==> config.mk <==
export PLATFORM = sky130hd
export DESIGN_NAME = register_file
export DESIGN_NICKNAME = d
export VERILOG_FILES = /design/src/rtl/regfile_pkg.sv /design/src/rtl/register_file_read_port.sv /design/src/rtl/register_file.sv
export SDC_FILE = /design/constraint.sdc
export NUM_CORES = 2
export LEC_CHECK = 0
export ABC_CLOCK_PERIOD_IN_PS = 39200
export BUFFER_PORTS_ARGS = -buffer_cell sky130_fd_sc_hd__buf_2
export CORE_MARGIN = 10
export CORE_UTILIZATION = 30
export DETAILED_ROUTE_END_ITERATION = 10
export GPL_TIMING_DRIVEN = 0
export MAX_ROUTING_LAYER = met4
export SYNTH_ARGS = -nofsm -noshare
export SYNTH_HDL_FRONTEND = slang
export SYNTH_SLANG_ARGS = --single-unit
==> constraint.sdc <==
create_clock -name clk -period 39.2 [get_ports clk]
set_clock_uncertainty 0.05 [all_clocks]
set_input_delay 5.88 -clock clk [delete_from_list [all_inputs] [get_ports clk]]
set_output_delay 5.88 -clock clk [all_outputs]
set_load 0.1 [all_outputs]
==> src/rtl/regfile_pkg.sv <==
// Shared constants and types for the register file.
// Optional macro REGFILE_BYPASS_EN selects write-first forwarding on read ports.
package regfile_pkg;

  localparam int unsigned DEF_WIDTH  = 32;
  localparam int unsigned DEF_DEPTH  = 32;
  localparam int unsigned DEF_ADDR_W = $clog2(DEF_DEPTH);
  localparam int unsigned ZERO_REG   = 0;

  typedef logic [DEF_ADDR_W-1:0] reg_addr_t;
  typedef logic [DEF_WIDTH-1:0]  reg_data_t;

  // Address width for a given depth; a single-entry file still needs one address bit
  function automatic int unsigned addr_w(input int unsigned depth);
    return (depth > 1) ? $clog2(depth) : 1;
  endfunction

endpackage

==> src/rtl/register_file_read_port.sv <==
// One synchronous read port: zero/out-of-range masking, optional bypass, output register.
// REGFILE_BYPASS_EN defined: a same-edge write to the read address is forwarded (write-first).
module register_file_read_port
  import regfile_pkg::*;
#(
  parameter  int unsigned WIDTH  = DEF_WIDTH,
  parameter  int unsigned DEPTH  = DEF_DEPTH,
  localparam int unsigned ADDR_W = addr_w(DEPTH)
) (
  input  logic              clk,
  input  logic              rst,
  input  logic              enable,
  input  logic [ADDR_W-1:0] rd_addr,
  input  logic              write,
  input  logic [ADDR_W-1:0] wr_addr,
  input  logic [WIDTH-1:0]  data_in,
  input  logic [WIDTH-1:0]  mem [DEPTH],
  output logic [WIDTH-1:0]  data_out
);

  logic             addr_ok;
  logic [WIDTH-1:0] rd_data;

  // Entry 0 and addresses past the last entry always read as zero
  always_comb begin
    addr_ok = (rd_addr != ADDR_W'(ZERO_REG)) && (32'(rd_addr) < DEPTH);
    rd_data = '0;
    if (addr_ok) begin
      rd_data = mem[rd_addr];
    end
`ifdef REGFILE_BYPASS_EN
    if (addr_ok && write && (wr_addr == rd_addr)) begin
      rd_data = data_in;
    end
`endif
  end

`ifndef REGFILE_BYPASS_EN
  logic unused_bypass;
  assign unused_bypass = ^{write, wr_addr, data_in};
`endif

  always_ff @(posedge clk or posedge rst) begin
    if (rst) begin
      data_out <= '0;
    end else if (enable) begin
      data_out <= rd_data;
    end
  end

endmodule

==> src/rtl/register_file.sv <==
// Register file: one write port, two registered read ports, entry 0 hardwired to zero.
// Optional macro REGFILE_BYPASS_EN makes same-edge write/read hits return the new data.
module register_file
  import regfile_pkg::*;
#(
  parameter  int unsigned WIDTH  = DEF_WIDTH,
  parameter  int unsigned DEPTH  = DEF_DEPTH,
  localparam int unsigned ADDR_W = addr_w(DEPTH)
) (
  input  logic              clk,
  input  logic              rst,
  input  logic              write,
  input  logic [ADDR_W-1:0] wr_addr,
  input  logic [WIDTH-1:0]  data_in,
  input  logic              enable,
  input  logic [ADDR_W-1:0] rd_addr_a,
  input  logic [ADDR_W-1:0] rd_addr_b,
  output logic [WIDTH-1:0]  data_out_a,
  output logic [WIDTH-1:0]  data_out_b,
  output logic              rd_valid
);

  logic [WIDTH-1:0] mem [DEPTH];
  logic             wr_ok;

  assign wr_ok = write && (wr_addr != ADDR_W'(ZERO_REG)) && (32'(wr_addr) < DEPTH);

  // Storage; writes to entry 0 or past the end are dropped
  always_ff @(posedge clk or posedge rst) begin
    if (rst) begin
      for (int unsigned i = 0; i < DEPTH; i++) begin
        mem[i] <= '0;
      end
    end else if (wr_ok) begin
      mem[wr_addr] <= data_in;
    end
  end

  always_ff @(posedge clk or posedge rst) begin
    if (rst) begin
      rd_valid <= 1'b0;
    end else begin
      rd_valid <= enable;
    end
  end

  register_file_read_port #(
    .WIDTH (WIDTH),
    .DEPTH (DEPTH)
  ) u_port_a (
    .clk      (clk),
    .rst      (rst),
    .enable   (enable),
    .rd_addr  (rd_addr_a),
    .write    (write),
    .wr_addr  (wr_addr),
    .data_in  (data_in),
    .mem      (mem),
    .data_out (data_out_a)
  );

  register_file_read_port #(
    .WIDTH (WIDTH),
    .DEPTH (DEPTH)
  ) u_port_b (
    .clk      (clk),
    .rst      (rst),
    .enable   (enable),
    .rd_addr  (rd_addr_b),
    .write    (write),
    .wr_addr  (wr_addr),
    .data_in  (data_in),
    .mem      (mem),
    .data_out (data_out_b)
  );

endmodule

**Word-level counts from Yosys, hierarchy flattened**

Cells that the tools add are included.

- Input bits: 51
- Word-level logic and storage cells: 58
- Output and inout bits: 65
- Register bits after elaboration: 1089

- Bitwise operators: 3
- $lt $le $gt $ge: 4
- Reduce and logical (&&, ||, !) cells: 5
- Mux-type cells: 11

Operator list:

| operator | count |
|---|---|
| $bwmux W1024 | 1 |
| $bmux W32 S5 | 2 |
| $mux W32 | 7 |
| $demux W32 S5 | 1 |
| $ge A6 B6 Y1 const B | 3 |
| $not A5 Y6 | 3 |
| $reduce_bool A5 Y1 | 3 |
| $lt A6 B1 Y1 const B | 1 |
| $logic_and A1 B1 Y1 | 2 |

**Logic depth before layout (Yosys ltp)**

- Word-level depth: 6
- Depth in mapped cells: 9
- Mapped depth without buffers: 5

**Hierarchy**

A second synthesis with hierarchy kept.

- Cell total of the unflattened synthesis: 4017
- Area total of the unflattened synthesis: 57069.7 um2

Modules (own cells, without submodules):

| module | cells an instance | instances | seq. area each (um2) | area an instance (um2) |
|---|---|---|---|---|
| register_file | 2289 | 1 | 25649.6 | 38309.2 |
| register_file_read_port | 864 | 2 | 800.8 | 9380.2 |

**Least setup slack after synthesis**

OpenSTA, ideal clock, no wires.

- Kind: input -> register
- From: input port rd_addr_a[1]
- To: register u_port_a.data_out[10]
- Slack: 31599 ps
- Arrival time: 7413 ps
- Stages on the path: 9
- Required time: 39012 ps
- Setup time: 138 ps
- Buffers on the path: 5
- Path through: buf_2 buf_2 buf_4 buf_2 buf_2 mux2i_1 nor2_1 a2111oi_0 a21oi_1

- Longest elaborated chain between the ends: 5
- Elaborated cells on any way between the ends: 6
- Those cells by class: mux (4); bitwise (1); reduce/logical (1)

Ends and longest elaborated chain:

| element | line | RTL |
|---|---|---|
| start: declaration | register_file.sv:16 | `input logic [ADDR_W-1:0] rd_addr_a,` |
| $not A5 Y6 (implied by the code) | register_file_read_port.sv:29 | `rd_data = mem[rd_addr];` |
| $bmux W32 S5 | register_file_read_port.sv:29 |  |
| $mux W32 (implied by the code) (2 in a row) | register_file_read_port.sv:29 |  |
| $mux W32 * | register_file_read_port.sv:28 | `if (addr_ok) begin` |
| end signal: assignment | register_file_read_port.sv:47 | `data_out <= rd_data;` |
| end: declaration | register_file_read_port.sv:18 | `output logic [WIDTH-1:0] data_out` |

Mark *: on every way between the ends. The rest lies on a longest branch, timed or not. The select of a mux whose other input is x is not followed.
A chain may end at the register's enable or synchronous reset.

**Worst setup path after layout**

- From: input port rd_addr_a[1]
- To: register u_port_a.data_out[14]

Same word-level chain as after synthesis.

==> reports/metrics.csv <==
metric,value,unit
nets,4269,
relSlewSlack,0.182,
synth_top_area_share,0.481,
hold_buffers,0,
syn-num-nets,4042,
clkPwrFrac,0.337,
syn_area,56600,um2
r2r_end,u_port_a.data_out[14],
worst_pin_slew,1.23,ns
cts_tree,yes,
clk_pin_slew,0.06,ns
io_buffers,109,
cts.repair.resized,0,
grt_pass1_wl,285,mm
critPathMaxStageDelay,0.71,ns
drt-initial-drc-count,3693,
synth_top_area_cell,dfrtp_1,
htree_levels,3,
synth_common_cells,"dfrtp_1, mux2_2, mux2i_1",
worstHoldPathCells,1,
via_per_inst,5.54,
drv_cap,0,
synth_warnings,0,
min_from,mem[1000],
min_to,mem[1000],
hold_viol,0,
intPower,2.32,mW
crit_arrival,9.56,ns
cts_num_sinks,1089,
status,finished clean,
rr_worst_depth,4,
crit_required,39.72,ns
fin_tns_setup,0,ns
die_y,455,um
postCtsSetupBuffers,0,
path_class,input port to register,
r2r_start,mem[526],
switching_share,0.297,
die_width,455,um
drv_slew,0,
hpwl,152,mm
critPathMaxFanout,11,
io_pins,116,
seqPwrFrac,0.454,
overflow,0,
dp.cells,6604,
p_per_area,51.3,nW/um2
slowest_stage,a2111oi_0,
hold_class,register to register,
reg2reg_slack,36.93,ns
end_kind,register,
leakage,27.7,nW
period_needed,9.03,ns
drive_above_1_share,0.401,
coreArea,188000,um2
cts_root_buffer,clkbuf_16,
antenna_found_initial,33,
grt_pass1_vias,39420,
synth.avg_cell_area,14.2,um2
synthCells,3991,
grt_start_max_net_pins,132,
syn_to_final_growth,13.7,%
yosysMostFrequentCell,dfrtp_1,
synth_cell_types,49,
cp_cell_sequence,buf_2 > buf_2 > buf_4 > buf_2 > buf_2 > mux2i_1 > nor2_1 > a2111oi_0 > a21oi_1,
die_area,207000,um2
setup-violations-final,0,
numCtsBuffers,107,
fmax,111,MHz
irDropWorstVdd,33.5,uV
rows,159,
cts.path.max_buffers,3,
cp.buffers_inverters,5,
synth_area_leaders,"dfrtp_1, mux2_2, mux4_2, mux2i_1, mux2_1",
wl_per_cell,29.2,um
synth-edff-count,0,
synth.yosys.seq_area_share,0.481,
start_kind,input port,
switchingPower,0.980,mW
grtUsageTotal,0.194,
async_flop_share,1.00,
num_vias,37855,
initial_core_util,0.302,
rsz0062_at_grt,false,
first_pass_iters,6,
yosys_register_bits,1089,
layout_worst_path_cycle_share,0.230,
gp_congestion,0.976,
cpMostUsedCell,buf_2,
whs,0.430,ns
fin_cells,6829,
drt_wl_total,199,mm
clk_latency,0.74,ns
dominantRegCellSynth,dfrtp_1,
p_comb_frac,0.210,
drc,0,
path_delay_family,buffers and inverters,
ant_nets,0,
-- cells by family (layout without fill, tap and decap cells) --
family	Yosys count	count (layout)	share of synthesized area
muxes	1752	1752	0.404
DFF	1089	1089	0.481
AOI/OAI and AO/OA	466	466	0.0595
buffers and inverters	439	752	0.0357
and+or+nand+nor	245	245	0.0195
other	0	30	0
-- layout by cell type, fill, tap and decap left out, types with 10 or more instances in the layout --
master	count
clkbuf_16	110
buf_4	16
diode_2	30
mux2_1	94
buf_1	54
nor2_1	92
buf_2	205
a21oi_1	81
nand3_1	10
mux4_2	323
clkbuf_1	262
nand2_1	85
dfrtp_1	1089
o211ai_1	86
mux2_2	962
a2111oi_0	56
o21ai_0	32
clkbuf_8	28
a221oi_1	55
o22a_1	55
bufinv_16	11
buf_6	17
clkinv_2	17
mux2i_1	373
o22ai_1	70
-- through the flow --
stage / cell area, um2 / power [mW] / worst slack, ns / util
6_report: 64400 / 3.30 / 30.17 / 0.343
3_5_place_dp: 60600 / 2.20 / 29.58 / 0.323
4_1_cts: 64300 / 3.31 / 30.35 / 0.342
5_1_grt: 64300 / 3.42 / 30.32 / 0.343
3_3_place_gp: 60300 / 2.17 / -9.75 / 0.321
2_1_floorplan: 56600 / 1.98 / 2.61 / -
-- area by class of cell --
class                           count  area (um2)
Tap cell                         2495        3120
Sequential cell                  1089       27300
Multi-Input combinational cell   2463       27400
Timing Repair Buffer              118         793
Clock inverter                     40         539
Inverter                            4        22.5
Antenna cell                       30        75.1
Fill cell                       18423      123000
Clock buffer                      155        3200
Buffer                            435        2010
-- worst max path at each step --
stage | slack, ns | cells after the start | startpoint | end
detailed placement | 29.58 | 9 | rd_addr_a[1] | u_port_a.data_out[14]
global route | 30.32 | 9 | rd_addr_a[1] | u_port_a.data_out[14]
CTS | 30.35 | 9 | rd_addr_a[1] | u_port_a.data_out[14]
global placement | -9.75 | 2 | rst | mem[592]
floorplan | 2.61 | 1 | rst | mem[0]
finish | 30.17 | 9 | rd_addr_a[1] | u_port_a.data_out[14]
-- state kept, by name, indices dropped and copies added, names as in the netlist --
name / count
mem: 1024
u_port_a.data_out: 32
u_port_b.data_out: 32
rd_valid: 1
-- routing by layer --
layer	global-route usage	routed length, um
met5	-	0
met4	0.113	13600
met3	0.0262	11000
met2	0.316	96000
met1	0.230	78500
-- power by group through the flow --
stage               logic [mW]  clock network, mW  registers [mW]
finish                   0.692               1.11            1.50
detailed placement       0.685                  0            1.51
CTS                      0.687               1.13            1.49
global route             0.733               1.17            1.52
global placement         0.667                  0            1.50
floorplan                0.469                  0            1.51
-- worst register-to-register path, delay by kind of cell, from the launching register on --
kind	cells	cell delay, ns
muxes	2	0.79
AOI/OAI and AO/OA	2	0.89
DFF	1	0.38
(Power assumes the default switching activity.)
